### src/rtl/id_ex_stage_pkg.sv
// Shared definitions for the ID/EX pipeline register: decoder bundle widths,
// bundle bit positions, the exception state encoding and the bubble value.
package id_ex_stage_pkg;

   localparam int XLEN  = 32;
   localparam int REG_W = 5;

   // Decoder bundle widths
   localparam int EXE_W = 4;
   localparam int MEM_W = 3;
   localparam int WB_W  = 2;

   // control_exe bit positions
   localparam int EXE_REG_DST   = 0;
   localparam int EXE_ALU_SRC   = 1;
   localparam int EXE_ALU_OP_LO = 2;
   localparam int EXE_ALU_OP_HI = 3;

   // control_mem bit positions
   localparam int MEM_READ   = 0;
   localparam int MEM_WRITE  = 1;
   localparam int MEM_BRANCH = 2;

   // control_wb bit positions
   localparam int WB_REG_WRITE = 0;
   localparam int WB_MEM2REG   = 1;

   // RUN: normal flow; EXC: an exception is latched and the stage issues bubbles
   typedef enum logic {
      ST_RUN = 1'b0,
      ST_EXC = 1'b1
   } state_t;

   // Everything the EX stage sees from this register
   typedef struct packed {
      logic             valid;
      logic [EXE_W-1:0] exe;
      logic [MEM_W-1:0] mem;
      logic [WB_W-1:0]  wb;
      logic [XLEN-1:0]  pc;
      logic [XLEN-1:0]  rs_data;
      logic [XLEN-1:0]  rt_data;
      logic [XLEN-1:0]  imm;
      logic [REG_W-1:0] rs;
      logic [REG_W-1:0] rt;
      logic [REG_W-1:0] rd;
   } ex_reg_t;

   // A bubble clears valid and all control bits; data is zeroed as well
   localparam ex_reg_t EX_BUBBLE = '0;

endpackage

### src/rtl/id_ex_hazard.sv
// Load-use hazard detection and the IF/ID stall request for the ID/EX stage.
module id_ex_hazard
   import id_ex_stage_pkg::*;
(
   input  logic             ex_valid,
   input  logic             ex_mem_read,
   input  logic [REG_W-1:0] ex_rt,
   input  logic             id_valid,
   input  logic [REG_W-1:0] id_rs,
   input  logic [REG_W-1:0] id_rt,
   input  logic             hold,
   input  logic             in_exc,
   input  logic             flush,
   output logic             load_use,
   output logic             stall_id
);

   // A load in EX whose destination feeds the ID instruction forces a one-cycle bubble;
   // a taken branch overrides any stall because the ID instruction is being killed.
   always_comb begin
      load_use = ex_valid && ex_mem_read && (ex_rt != '0) &&
                 ((ex_rt == id_rs) || (ex_rt == id_rt)) && id_valid;
      stall_id = (load_use || hold || in_exc) && !flush;
   end

endmodule

### src/rtl/id_ex_stage.sv
// ID/EX pipeline register with load-use bubbling, flush, downstream hold and
// first-fault exception latching (epc / exc_pending until acknowledged).
module id_ex_stage
   import id_ex_stage_pkg::*;
(
   input  logic             clk,
   input  logic             rst_n,
   input  logic             id_valid,
   input  logic [EXE_W-1:0] control_exe,
   input  logic [MEM_W-1:0] control_mem,
   input  logic [WB_W-1:0]  control_wb,
   input  logic             control_exception,
   input  logic [XLEN-1:0]  id_pc,
   input  logic [XLEN-1:0]  id_rs_data,
   input  logic [XLEN-1:0]  id_rt_data,
   input  logic [XLEN-1:0]  id_imm,
   input  logic [REG_W-1:0] id_rs,
   input  logic [REG_W-1:0] id_rt,
   input  logic [REG_W-1:0] id_rd,
   input  logic             flush,
   input  logic             hold,
   input  logic             exc_ack,
   output logic             ex_valid,
   output logic [EXE_W-1:0] ex_exe,
   output logic [MEM_W-1:0] ex_mem,
   output logic [WB_W-1:0]  ex_wb,
   output logic [XLEN-1:0]  ex_pc,
   output logic [XLEN-1:0]  ex_rs_data,
   output logic [XLEN-1:0]  ex_rt_data,
   output logic [XLEN-1:0]  ex_imm,
   output logic [REG_W-1:0] ex_rs,
   output logic [REG_W-1:0] ex_rt,
   output logic [REG_W-1:0] ex_rd,
   output logic             stall_id,
   output logic             exc_pending,
   output logic [XLEN-1:0]  epc
);

   state_t          state_q, state_d;
   ex_reg_t         ex_q, ex_d;
   logic [XLEN-1:0] epc_q, epc_d;
   logic            load_use;

   id_ex_hazard u_hazard (
      .ex_valid    (ex_q.valid),
      .ex_mem_read (ex_q.mem[MEM_READ]),
      .ex_rt       (ex_q.rt),
      .id_valid    (id_valid),
      .id_rs       (id_rs),
      .id_rt       (id_rt),
      .hold        (hold),
      .in_exc      (state_q == ST_EXC),
      .flush       (flush),
      .load_use    (load_use),
      .stall_id    (stall_id)
   );

   // Next-state selection: acknowledge always honoured, hold freezes everything else,
   // otherwise flush > exception-pending > new fault > load-use > load > idle bubble.
   always_comb begin
      state_d = state_q;
      ex_d    = ex_q;
      epc_d   = epc_q;

      if ((state_q == ST_EXC) && exc_ack) begin
         state_d = ST_RUN;
      end

      if (!hold) begin
         if (flush) begin
            ex_d = EX_BUBBLE;
         end else if (state_q == ST_EXC) begin
            ex_d = EX_BUBBLE;
         end else if (id_valid && control_exception) begin
            ex_d    = EX_BUBBLE;
            epc_d   = id_pc;
            state_d = ST_EXC;
         end else if (load_use) begin
            ex_d = EX_BUBBLE;
         end else if (id_valid) begin
            ex_d = '{valid:   1'b1,
                     exe:     control_exe,
                     mem:     control_mem,
                     wb:      control_wb,
                     pc:      id_pc,
                     rs_data: id_rs_data,
                     rt_data: id_rt_data,
                     imm:     id_imm,
                     rs:      id_rs,
                     rt:      id_rt,
                     rd:      id_rd};
         end else begin
            ex_d = EX_BUBBLE;
         end
      end
   end

   // State, EX copies and epc; reset clears all of them immediately
   always_ff @(posedge clk or negedge rst_n) begin
      if (!rst_n) begin
         state_q <= ST_RUN;
         ex_q    <= EX_BUBBLE;
         epc_q   <= '0;
      end else begin
         state_q <= state_d;
         ex_q    <= ex_d;
         epc_q   <= epc_d;
      end
   end

   assign ex_valid    = ex_q.valid;
   assign ex_exe      = ex_q.exe;
   assign ex_mem      = ex_q.mem;
   assign ex_wb       = ex_q.wb;
   assign ex_pc       = ex_q.pc;
   assign ex_rs_data  = ex_q.rs_data;
   assign ex_rt_data  = ex_q.rt_data;
   assign ex_imm      = ex_q.imm;
   assign ex_rs       = ex_q.rs;
   assign ex_rt       = ex_q.rt;
   assign ex_rd       = ex_q.rd;
   assign exc_pending = (state_q == ST_EXC);
   assign epc         = epc_q;

endmodule

### config.mk
export PLATFORM = sky130hd
export DESIGN_NAME = id_ex_stage
export DESIGN_NICKNAME = d
export VERILOG_FILES = /design/src/rtl/id_ex_stage_pkg.sv /design/src/rtl/id_ex_hazard.sv /design/src/rtl/id_ex_stage.sv
export SDC_FILE = /design/constraint.sdc
export NUM_CORES = 1
export LEC_CHECK = 0
export ABC_AREA = 0
export CAP_MARGIN = 20
export CORE_ASPECT_RATIO = 0.8
export CORE_MARGIN = 2
export CORE_UTILIZATION = 45
export CTS_BUF_LIST = sky130_fd_sc_hd__clkbuf_8
export CTS_CLUSTER_DIAMETER = 40
export DETAILED_ROUTE_END_ITERATION = 16
export PLACE_DENSITY = 0.94
export SLEW_MARGIN = 20
export SYNTH_ARGS = -nofsm -noshare
export SYNTH_HDL_FRONTEND = slang
export SYNTH_SLANG_ARGS = --single-unit
### constraint.sdc
create_clock -name clk -period 2.1 [get_ports clk]
set_input_delay 0.315 -clock clk [delete_from_list [all_inputs] [get_ports clk]]
set_output_delay 0.315 -clock clk [all_outputs]
set_load 0.05 [all_outputs]
# == Word level (Yosys, flattened, before mapping) ==
# Index checks and enable logic that the tools add are counted.
# op_classes
eq_ne,2
muxes,10
bitwise,3
n_reduce_logical,13
# ops
op,n
two-way mux 153 bit,5
equality test 5 bit,2
logical AND 1 bit,7
two-way mux 1 bit,5
nonzero test 5 bit,1
AND reduction 4 bit,1
logical OR 1 bit,3
inverter 1 bit,3
logical NOT 1 bit,1
# totals
reg_bits,186
out_inout_bits,187

# == Depth between registers and ports, before layout ==
# Gate-level depths: netlist of run 1.
# depth
word_depth,8
mapped_depth,7
mapped_depth_nobuf,4

# == Cells and area by module ==
# A second synthesis of run 1 with hierarchy kept.
# unflattened
hier_cells,433
area_unflattened_um2,6802.8
# modules_own_cells
mod,instances,cells_per_inst,area_each_um2,seq_area_each_um2
id_ex_stage,1,413,6645.1,4654.5
id_ex_hazard,1,20,157.7,0.0

# == Least setup slack after synthesis of run 1 ==
# Ideal clock, no wire load.
# synth_path
path_kind,register -> output
startpoint,"register ex_q, in the netlist ex_rt[4]"
endpoint,output port stall_id
arrival_ns,2.139
required_time_ns,1.785
slack_ns,-0.354
path_stages_with_launch,7
path_cell_list,dfrtp_1 > xnor2_1 > nand3_1 > o22ai_2 > buf_2 > buf_2 > o2bb2ai_1
# synth_between
elab_chain_len,7
# synth_rtl
item,line_no,text
from (decl),id_ex_stage.sv:40,"ex_reg_t ex_q, ex_d;"
from (signal assigned),id_ex_stage.sv:102,ex_q <= EX_BUBBLE;
from (signal assigned),id_ex_stage.sv:106,ex_q <= ex_d;
equality test 5 bit / nonzero test 5 bit (equally long branches),"id_ex_hazard.sv:22, id_ex_hazard.sv:21",
logical OR 1 bit / logical AND 1 bit (equally long branches),"id_ex_hazard.sv:22, id_ex_hazard.sv:21",
logical AND 1 bit (*),id_ex_hazard.sv:21,load_use = ex_valid && ex_mem_read && (ex_rt != '0) &&
logical AND 1 bit (*),id_ex_hazard.sv:22,((ex_rt == id_rs) || (ex_rt == id_rt)) && id_valid;
logical OR 1 bit (*) (2 in a row),id_ex_hazard.sv:23,stall_id = (load_use || hold || in_exc) && !flush;
logical AND 1 bit (*),id_ex_hazard.sv:23,
to (decl),id_ex_stage.sv:34,"output logic stall_id,"
# Mark *: on every way between the ends. The rest lies on a longest branch, timed or not.

# == Worst setup path in the final report of run 1 ==
# layout_path
startpoint,"register ex_q, in the netlist ex_rt[0]"
endpoint,output port stall_id
# Same word-level chain as after synthesis.

==> reports/results.ini, run 1 <==
[critical_path]
cp-start-kind = register
end_kind = output pin
r2r_start = ex_rt[0]
worstPathRequired_ns = 1.78
crit_fanout = 2
path_class = reg -> out
arrival_ns = 1.97
reg2reg_depth = 7
r2r_slack_ns = 0.01
timing.rr.end = ex_rt_data[23]

[global_routing]
grt_overflow = 0
grt_pass1_vias = 8246
grtUsageTotal_pct = 28.17
antenna_found_initial = 0
grt_pass1_wl_mm = 44.24
grt_max_degree = 154

[placed_design]
hpwlAfterDp_mm = 19.27
port_buffers = 345
place_area_sq_mm = 0.01233
place.gp.congestion = 0.8134

[finish]
antenna_cells = 0
fill_cells = 1231
nNetsFinal = 1277
stdcell_area_sq_mm = 0.01282
area_growth_syn_to_layout_pct = 53.44
final_util_pct = 70.59
drive_gt1_share_pct = 11.34

[die]
die_h_microns = 125.9
core_area_sq_mm = 0.01817
dieArea_sq_mm = 0.01969
die_width_microns = 156.4
start_util_pct = 46.01
std_cell_rows = 44
num_io_pins = 346

[clock_network]
cts_num_sinks = 186
tritoncts = yes
cts_made_buffers = 17
insertion_delay_ns = 0.46
clk_pin_slew_worst_paths_ns = 0.10
cts_root_buffer = clkbuf_8
clk_path_buf_depth = 2
ctsHtreeMaxLevel = 4

[detailed_routing]
ant_nets = 0
drc_errors = 0
met2_length_mm = 13.69
via_per_inst = 6.069
drt-met1-wl_mm = 10.92
wire_per_inst_microns = 20.73
routed.top_layer = met4
routed-via-count = 8248
totalWireLength_mm = 28.18
dr.pass1.iters = 5
drt_iter0_markers = 718
dr_wl_met3_mm = 2.547

[sta]
setup_tns_ns = -0.1841
setup_violations = 1
finClkSkew_ns = 0.02325
tightest_slew_ns = 0.9205
min_period_over_period_pct = 108.8
clock.fmax_mhz = 437.8
min_period_ns = 2.284
relSlewSlack_pct = 38.63
grt_setup_unrepaired = true
fin_ws_ns = -0.1841
slew_viol_final = 0
finalHoldViolCount = 0

[logic_synthesis]
synth_seq_cells = 186
yosysUniqueCellTypes = 27
syn_inst = 788
syn_area_sq_mm = 0.008358
yosys_warnings = 0
syn_nets = 947
synth_area_per_cell_sq_um = 10.61
seq_area_frac_synth_pct = 55.69

[power_and_ir_drop]
power_density_mw_per_mm2 = 779.3
static-leakage-power_nw = 5.125
irDropWorstVdd_uv = 566.5

[worst_hold_path]
hold_path_class = in -> reg
hold_start = hold
hold_path_end = ex_valid
hold_path_depth = 3

[run_status]
status = finished with violations
violations = negative setup slack

[flow_run]
drv_cap = 0

-- report_power, final --
group          switching (mW)  internal (mW)
clock                    1.33           1.34
sequential              0.213           3.93
combinational            2.00           1.18
total                    3.54           6.45
-- cells in the mapped netlist --
cell,n,area (sq um)
a22oi_1,1,7.510
a32oi_1,152,1331
buf_1,7,26.28
buf_12,1,20.02
buf_2,39,195.2
buf_4,4,30.03
buf_6,7,78.83
clkbuf_1,24,90.09
clkbuf_2,5,25.02
dfrtp_1,186,4654
inv_1,1,3.750
mux2_2,32,360.4
nand2_1,154,578.1
nand3_1,2,10.01
nand4b_1,1,8.760
nor2_1,1,3.750
nor2_4,1,11.26
nor3b_1,1,7.510
o211ai_2,1,12.51
o21ai_0,1,5.000
o21ai_1,152,760.7
o22ai_2,1,12.51
o2bb2ai_1,1,8.760
o31ai_1,1,7.510
or4_1,1,7.510
or4b_4,1,13.76
xnor2_1,10,87.58
-- sequential cells by signal, indices dropped and copies added (netlist names), 2 cells and up --
register    count
epc            32
ex_exe          4
ex_imm         32
ex_mem          3
ex_pc          32
ex_rd           5
ex_rs           5
ex_rs_data     32
ex_rt           5
ex_rt_data     32
ex_wb           2
-- worst max path at each step --
stage,from,end,slack (ns),cells after the start
2_1_floorplan,ex_rt[4],stall_id,0.006,6
3_3_place_gp,id_valid,ex_rt_data[31],-0.03,7
3_5_place_dp,id_valid,ex_rt_data[15],-0.1,7
4_1_cts,ex_rt[0],stall_id,-0.25,5
5_1_grt,ex_rt[0],stall_id,-0.27,5
6_report,ex_rt[0],stall_id,-0.18,5
-- layout by cell type (no fill, tap or decap), drive strengths merged, types with 2 or more instances in the layout --
cell and count:
nor2 2, xnor2 10, a32oi 152, bufinv 4, clkdlybuf4s50 335, o21ai 153
inv 7, nand2 154, dfrtp 186, clkbuf 20, dlygate4sd2 4, dlymetal6s2s 3
nand3 2, buf 53, mux2 32
-- final cells by class --
class                           instances  area [sq um]  area share (%)
Clock inverter                         12         186.4           1.454
Sequential cell                       186          4661           36.34
Tap cell                              230         287.8           2.244
Timing Repair Buffer                  398          4160           32.44
Multi-Input combinational cell        514          3278           25.56
Clock buffer                           18         247.7           1.932
Inverter                                1         3.754         0.02927
-- metal layers --
| metal | global-route usage (%) | vias up |
|---|---|---|
| li1 | - | 3644 |
| met1 | 34.57 | 4060 |
| met2 | 46.26 | 466 |
| met3 | 8.672 | 78 |
| met4 | 11.87 | 0 |
| met5 | 0 | - |
-- cells by family after synthesis --
logic type      synth area share (%)
simple gates                   7.665
mux                            4.311
buf+inv                        5.614
xor+xnor                       1.048
flops                          55.69
compound gates                 25.67
-- critical path, stage by stage, from the launching register on --
cell and delay (ns):
dfrtp_2 0.41, or4_4 0.55, o211ai_4 0.20, nor3b_2 0.08, o2bb2ai_4 0.13, buf_12 0.15
-- per-stage QoR --
step           cells  setup slack [ns]  total power [mW]  hold slack [ns]
2_1_floorplan    788          0.006255             5.948          0.01941
3_3_place_gp    1325          -0.03439             7.297           0.3532
3_5_place_dp    1325          -0.09831             7.371           0.3508
4_1_cts         1357           -0.2503             10.06           0.1755
6_report        1359           -0.1841             9.994           0.2072
5_1_grt         1359           -0.2664             10.38           0.2165
-- repair_timing --
item	in CTS	in global routing
hold endpoints to repair	57	0
buffers inserted	1	2
pin swaps	1	1
setup endpoints to repair	4	63
resized for setup	6	3
gates cloned	0	1
hold buffers	1	0
Note: power is estimated with default switching activity, not from simulation.
==> inputs of run 2 (changes only) <==
--- a/config.mk
+++ b/config.mk
@@ -8,13 +8,14 @@
 export ABC_AREA = 0
 export CAP_MARGIN = 20
 export CORE_ASPECT_RATIO = 0.8
-export CORE_MARGIN = 2
-export CORE_UTILIZATION = 45
+export CORE_UTILIZATION = 41
 export CTS_BUF_LIST = sky130_fd_sc_hd__clkbuf_8
 export CTS_CLUSTER_DIAMETER = 40
 export DETAILED_ROUTE_END_ITERATION = 16
-export PLACE_DENSITY = 0.94
+export GPL_TIMING_DRIVEN = 0
+export PLACE_DENSITY = 0.92
 export SLEW_MARGIN = 20
 export SYNTH_ARGS = -nofsm -noshare
 export SYNTH_HDL_FRONTEND = slang
+export SYNTH_HIERARCHICAL = 1
 export SYNTH_SLANG_ARGS = --single-unit
==> run 2 against run 1 <==
Against the previous run:
- the flow still finishes with violations (negative setup slack)
- non-clock buffer count down 5
- first-iteration DRC count down 65%
- register-to-register slack worse by 0.17 ns
- clock power down 7.5%
- cell area down 13%
- global-route usage down 3.7 points
- synthesized cell count down 45%
- clock skew down 0.0052 ns
- critical path depth up 3
- die area down 13%
- fmax up 1.1%
- combinational power down 28%
- largest power group unchanged
- highest routed layer unchanged
==> reports/results.ini, run 2 <==
[global_routing]
met1_usage_pct = 28.26
busiest_layer = met2
grt_max_degree = 100
grt_overflow = 0
grt_use_met3_pct = 8.876
grt_pass1_wl_mm = 31.51
grt_pass1_vias = 5646
antenna_found_initial = 0
grtUsageTotal_pct = 24.45
use_met2_pct = 42.74

[power_and_ir_drop]
power_density_mw_per_mm2 = 783.2
swShare_pct = 32.14
power_mw = 8.749
seq_power_share_pct = 45.5
static-leakage-power_nw = 4.998
irDropWorstVdd_uv = 604.4
clkPwrFrac_pct = 28.2
internal-power_mw = 5.937
power.switching_mw = 2.812
combinationalPowerShare_pct = 26.3

[die]
die_width_microns = 146.0
die_h_microns = 117.2
num_io_pins = 346
std_cell_rows = 41
start_util_pct = 42.50
dieArea_sq_mm = 0.01711
core_area_sq_mm = 0.01601

[sta]
finalHoldViolCount = 0
grt_setup_unrepaired = true
relSlewSlack_pct = 45.70
clock.fmax_mhz = 442.8
min_period_over_period_pct = 107.5
tightest_slew_ns = 0.8144
fin_ws_ns = -0.1585
min_period_ns = 2.259
finClkSkew_ns = 0.01806
slew_viol_final = 0
setup_violations = 153

[worst_hold_path]
hold_start = exc_ack
hold_path_class = in -> reg
hold_path_depth = 2
hold_path_end = exc_pending

[clock_network]
clk_pin_slew_worst_paths_ns = 0.10
ctsHtreeMaxLevel = 4
clk_path_buf_depth = 2
tritoncts = yes
insertion_delay_ns = 0.45
cts_made_buffers = 17
cts_num_sinks = 186
cts_root_buffer = clkbuf_8

[placed_design]
place.gp.congestion = 0.8101
hpwlAfterDp_mm = 15.18
port_buffers = 345

[logic_synthesis]
syn_inst = 433
synth-edff-count = 0
ys.flop_type = dfrtp_1
yosysUniqueCellTypes = 21
yosysTopAreaCellShare_pct = 68.42
synth.most_common_cell = dfrtp_1
synth_area_leader_cell = dfrtp_1
seq_area_frac_synth_pct = 68.42
syn_nets = 592
synth_seq_cells = 186
netlist_top_cells_area = dfrtp_1, a22o_1, mux2_2, buf_8, xor2_1
syn_area_sq_mm = 0.006803
yosys_warnings = 6
async_flop_share_pct = 100.0
synth_area_per_cell_sq_um = 15.71
yosys-top-cells-count = dfrtp_1, a22o_1, mux2_2

[critical_path]
path_class = reg -> reg
end_kind = register
cp-start-kind = register
crit_fanout = 10
reg2reg_depth = 8
worstPathRequired_ns = 2.48
r2r_slack_ns = -0.16
arrival_ns = 2.63
r2r_start = ex_rt[0]
timing.rr.end = ex_rt_data[17]

[finish]
nNetsFinal = 967
drive_gt1_share_pct = 12.68
seq_area_sq_mm = 0.004659
fill_cells = 1128
multiInputGateArea_sq_mm = 0.001918
layout_common_cells = clkdlybuf4s50_1, dfrtp_1, a22o_1
area_growth_syn_to_layout_pct = 64.21
mostFrequentLayoutCell = clkdlybuf4s50_1
final_util_pct = 69.79
antenna_cells = 0

[detailed_routing]
drc_errors = 0
drt_iter0_markers = 249
ant_nets = 0
routed-via-count = 5387
totalWireLength_mm = 21.10
wire_per_inst_microns = 20.38
via_per_inst = 5.205
dr.pass1.iters = 4

[run_status]
status = finished with violations
violations = negative setup slack

[flow_run]
drv_cap = 0

[run 2: cell types whose count changed in the layout (fill, tap and decap cells not counted), sizes merged, moves of 3 or more]
cell / delta
o21ai: -152
xor2: +10
a22o: +152
xnor2: -10
nand2: -153
buf: -21
a32oi: -152
clkdlybuf4s50: +4
clkinv: +3
clkbuf: +14
[run 2: layout make-up]
type,count,share of cell area (%)
buffer,37,2.879
sequential,186,41.71
timing repair buffer,356,32.20
clock buffer,17,2.095
clock inverter,14,1.501
multi-input combinational,209,17.17
inverter,1,0.03360
tap,215,2.408
[run 2: worst max-delay path: stages (launching register included)]
cell,delay (ns)
dfrtp_2,0.45
or4_4,0.55
o2111ai_4,0.22
nor2_1,0.10
nor3b_2,0.24
buf_6,0.18
clkbuf_16,0.17
buf_8,0.13
a22o_1,0.13
[run 2: per-layer routing]
layer | share of wire [%] | vias to the layer above
met5 | 0 | -
met4 | 1.7 | 0
met3 | 8.0 | 31
met2 | 51 | 223
met1 | 39 | 2723
li1 | - | 2410
[run 2: through the flow]
step,TNS (ns),area [sq um],instances,setup WS [ns],hold WS (ns)
after floorplan,-2.247,6812,433,-0.1522,0.01941
after global placement,-1290.99,10530,993,-7.399,0.4856
after detailed placement,-43.80,10570,994,-0.5557,0.3966
after CTS,-12.88,11130,1033,-0.1657,0.3961
after global routing,-30.71,11170,1035,-0.2438,0.3844
final,-17.64,11170,1035,-0.1585,0.4322
[run 2: kinds of logic after synthesis]
group / share of synthesized area, %
buf+inv: 3.697
simple gates: 0.9931
compound gates: 20.31
flops: 68.42
mux: 5.297
xor+xnor: 1.287
[run 2: worst max path at each step]
stage                  start              to  slack, ns  cells past startpoint
floorplan           ex_rt[2]        stall_id      -0.15                      4
global route        ex_rt[0]  ex_rt_data[24]      -0.24                      8
finish              ex_rt[0]  ex_rt_data[17]      -0.16                      8
global placement       rst_n        ex_rt[3]      -7.40                      1
detailed placement  id_rs[0]        stall_id      -0.56                      6
CTS                 ex_rt[0]        stall_id      -0.17                      4
[run 2: power by group through the flow]
stage               Clock [mW]  Sequential [mW]  Combinational [mW]
floorplan                    0             4.94               0.333
global placement             0             4.03                2.25
detailed placement           0             4.05                2.28
CTS                       2.52             3.98                2.31
global route              2.68             4.01                2.39
finish                    2.47             3.98                2.30
[run 2: timing repair]
action                     4_1_cts  5_1_grt
hold buffers                     1        0
setup endpoints to repair      157      155
gates resized for setup         42        3
setup buffers                    4        1
pin swaps                        1        1
gates cloned                     3        1
hold endpoints to repair        98        0
==> inputs of run 3 (changes only) <==
--- a/config.mk
+++ b/config.mk
@@ -5,7 +5,6 @@
 export SDC_FILE = /design/constraint.sdc
 export NUM_CORES = 1
 export LEC_CHECK = 0
-export ABC_AREA = 0
 export CAP_MARGIN = 20
 export CORE_ASPECT_RATIO = 0.8
 export CORE_UTILIZATION = 41
@@ -14,7 +13,7 @@
 export DETAILED_ROUTE_END_ITERATION = 16
 export GPL_TIMING_DRIVEN = 0
 export PLACE_DENSITY = 0.92
-export SLEW_MARGIN = 20
+export SETUP_SLACK_MARGIN = 0.15
 export SYNTH_ARGS = -nofsm -noshare
 export SYNTH_HDL_FRONTEND = slang
 export SYNTH_HIERARCHICAL = 1
==> run 3 against run 2 <==
Against the previous run:
- the flow still finishes with violations (negative setup slack)
- clock power up 2%
- fmax shrank 2.4%
- hold slack worse by 0.010 ns
- sequential share of layout area down 0.32 points
- clock skew is essentially flat
- wire length grew 2.0%
- total power fell by 1.1%
- first-iteration DRC count is 27% higher
- largest cell class unchanged
- largest power group unchanged
- highest routed layer unchanged
==> reports/results.ini, run 3 (synthesis results as in run 2) <==
[power_and_ir_drop]
static-leakage-power_nw = 6.114
power.switching_mw = 2.885
irDropWorstVdd_uv = 573.1
seq_power_share_pct = 45.9
internal-power_mw = 5.768
swShare_pct = 33.34
clkPwrFrac_pct = 29.0
combinationalPowerShare_pct = 25.0
power_density_mw_per_mm2 = 768.5
power_mw = 8.653

[die]
core_area_sq_mm = 0.01601
die_width_microns = 146.0
die_h_microns = 117.2
std_cell_rows = 41
dieArea_sq_mm = 0.01711
start_util_pct = 42.50
num_io_pins = 346

[critical_path]
crit_slowest_cell = or4_4
r2r_slack_ns = -0.21
cpPeakStageDelay_ns = 0.56
worstPathCellList = or4_4, o2111ai_4, nor2_2, nor3b_2, buf_6, buf_12, buf_8, a22o_1
worstPathRequired_ns = 2.47
reg2reg_depth = 8
cp_num_buf_inv = 3
arrival_ns = 2.68
crit_fanout = 5
path_class = reg -> reg
timing.rr.end = ex_rs_data[9]
r2r_start = ex_rt[1]
cp-start-kind = register
critPathTopFamily = simple AND/OR/NAND/NOR gates
end_kind = register

[sta]
finClkSkew_ns = 0.01768
relSlewSlack_pct = 53.30
tightest_slew_ns = 0.7005
grt_setup_unrepaired = true
slew_viol_final = 0
min_period_ns = 2.314
fin_ws_ns = -0.2139
setup_violations = 154
finalHoldViolCount = 0
min_period_over_period_pct = 110.2
clock.fmax_mhz = 432.2
hold_slack_ns = 0.4221

[placed_design]
place.gp.congestion = 0.8556
dp_slack_ns = -0.6181
place_area_sq_mm = 0.01059
hpwlAfterDp_mm = 14.99
port_buffers = 345

[detailed_routing]
dr.pass1.iters = 4
drt_iter0_markers = 316
ant_nets = 0
via_per_inst = 5.191
drc_errors = 0
wire_per_inst_microns = 20.56
routed-via-count = 5435
totalWireLength_mm = 21.53

[clock_network]
clk_pin_slew_worst_paths_ns = 0.10
tritoncts = yes
insertion_delay_ns = 0.45
cts_num_sinks = 186
clk_path_buf_depth = 2
cts_made_buffers = 17
ctsHtreeMaxLevel = 4
cts_root_buffer = clkbuf_8

[finish]
antenna_cells = 0
stdcell_area_sq_mm = 0.01126
final_util_pct = 70.36
area_growth_syn_to_layout_pct = 65.53
multiInputGateArea_sq_mm = 0.001934
seq_area_sq_mm = 0.004661
mostFrequentLayoutCell = dfrtp_1
nNetsFinal = 978
drive_gt1_share_pct = 14.42
layout_common_cells = dfrtp_1, dlygate4sd2_1, clkdlybuf4s50_1
fill_cells = 1142

[global_routing]
grt_pass1_vias = 5473
grtUsageTotal_pct = 23.35
antenna_found_initial = 0
grt_overflow = 0
grt_pass1_wl_mm = 30.53
grt_max_degree = 96

[flow_run]
drv_cap = 0

[run_status]
status = finished with violations
violations = negative setup slack

[worst_hold_path]
hold_path_class = in -> reg
hold_path_depth = 2
hold_start = exc_ack
hold_path_end = exc_pending

run 3: changes by cell type in the layout (fill, tap and decap cells not counted), sizes merged:
cell           delta
clkbuf           +10
inv               +1
clkinv            -2
clkinvlp          +1
dlygate4sd2     +160
clkdlybuf4s50   -182
dlymetal6s2s     +22
buf               +3
bufinv            -1
run 3: worst max path at each step:
stage | slack [ns] | end | from | cells past startpoint
floorplan | -0.08 | ex_pc[0] | ex_rt[0] | 8
global placement | -7.47 | ex_rt[3] | rst_n | 1
detailed placement | -0.62 | stall_id | id_rt[1] | 6
CTS | -0.19 | stall_id | ex_rt[0] | 4
global route | -0.28 | ex_rs_data[9] | ex_rt[1] | 8
finish | -0.21 | ex_rs_data[9] | ex_rt[1] | 8
run 3: metal layers:
metal | global-route usage, % | share of wire, % | up-vias
li1 | - | - | 2433
met1 | 29.22 | 42 | 2764
met2 | 39.46 | 50 | 214
met3 | 7.481 | 6.9 | 24
met4 | 6.528 | 1.3 | 0
met5 | 0 | 0 | -
run 3: worst register-to-register path: stages (launching register included):
cell and delay (ns):
dfrtp_2 0.46, or4_4 0.56, o2111ai_4 0.27, nor2_2 0.08, nor3b_2 0.24, buf_6 0.20, buf_12 0.16, buf_8 0.12
a22o_1 0.16
run 3: final cells by class:
cell class	count	share of cell area, %
buffer	37	2.789
clock inverter	13	1.389
timing repair buffer	367	32.51
sequential	186	41.39
multi-input combinational	209	17.18
tap	215	2.389
clock buffer	19	2.322
inverter	1	0.03333
run 3: per-stage QoR:
step	setup TNS (ns)	std cells
floorplan	-6.009	433
global placement	-1321.32	993
detailed placement	-70.62	994
CTS	-18.25	1034
global route	-34.05	1047
finish	-25.34	1047
run 3: repair_timing:
item,CTS,global route
gates cloned,2,9
endpoints found under the setup margin,334,177
hold endpoints to repair,91,0
buffers inserted,5,4
hold buffers,1,0
pin swaps,1,9
gates resized for setup,190,36
run 3: power by group through the flow:
stage | Sequential (mW) | Clock (mW) | Combinational (mW)
global placement | 4.03 | 0 | 2.25
CTS | 3.97 | 2.55 | 2.14
global route | 4.00 | 2.71 | 2.25
floorplan | 4.94 | 0 | 0.335
detailed placement | 4.05 | 0 | 2.29
finish | 3.98 | 2.51 | 2.17
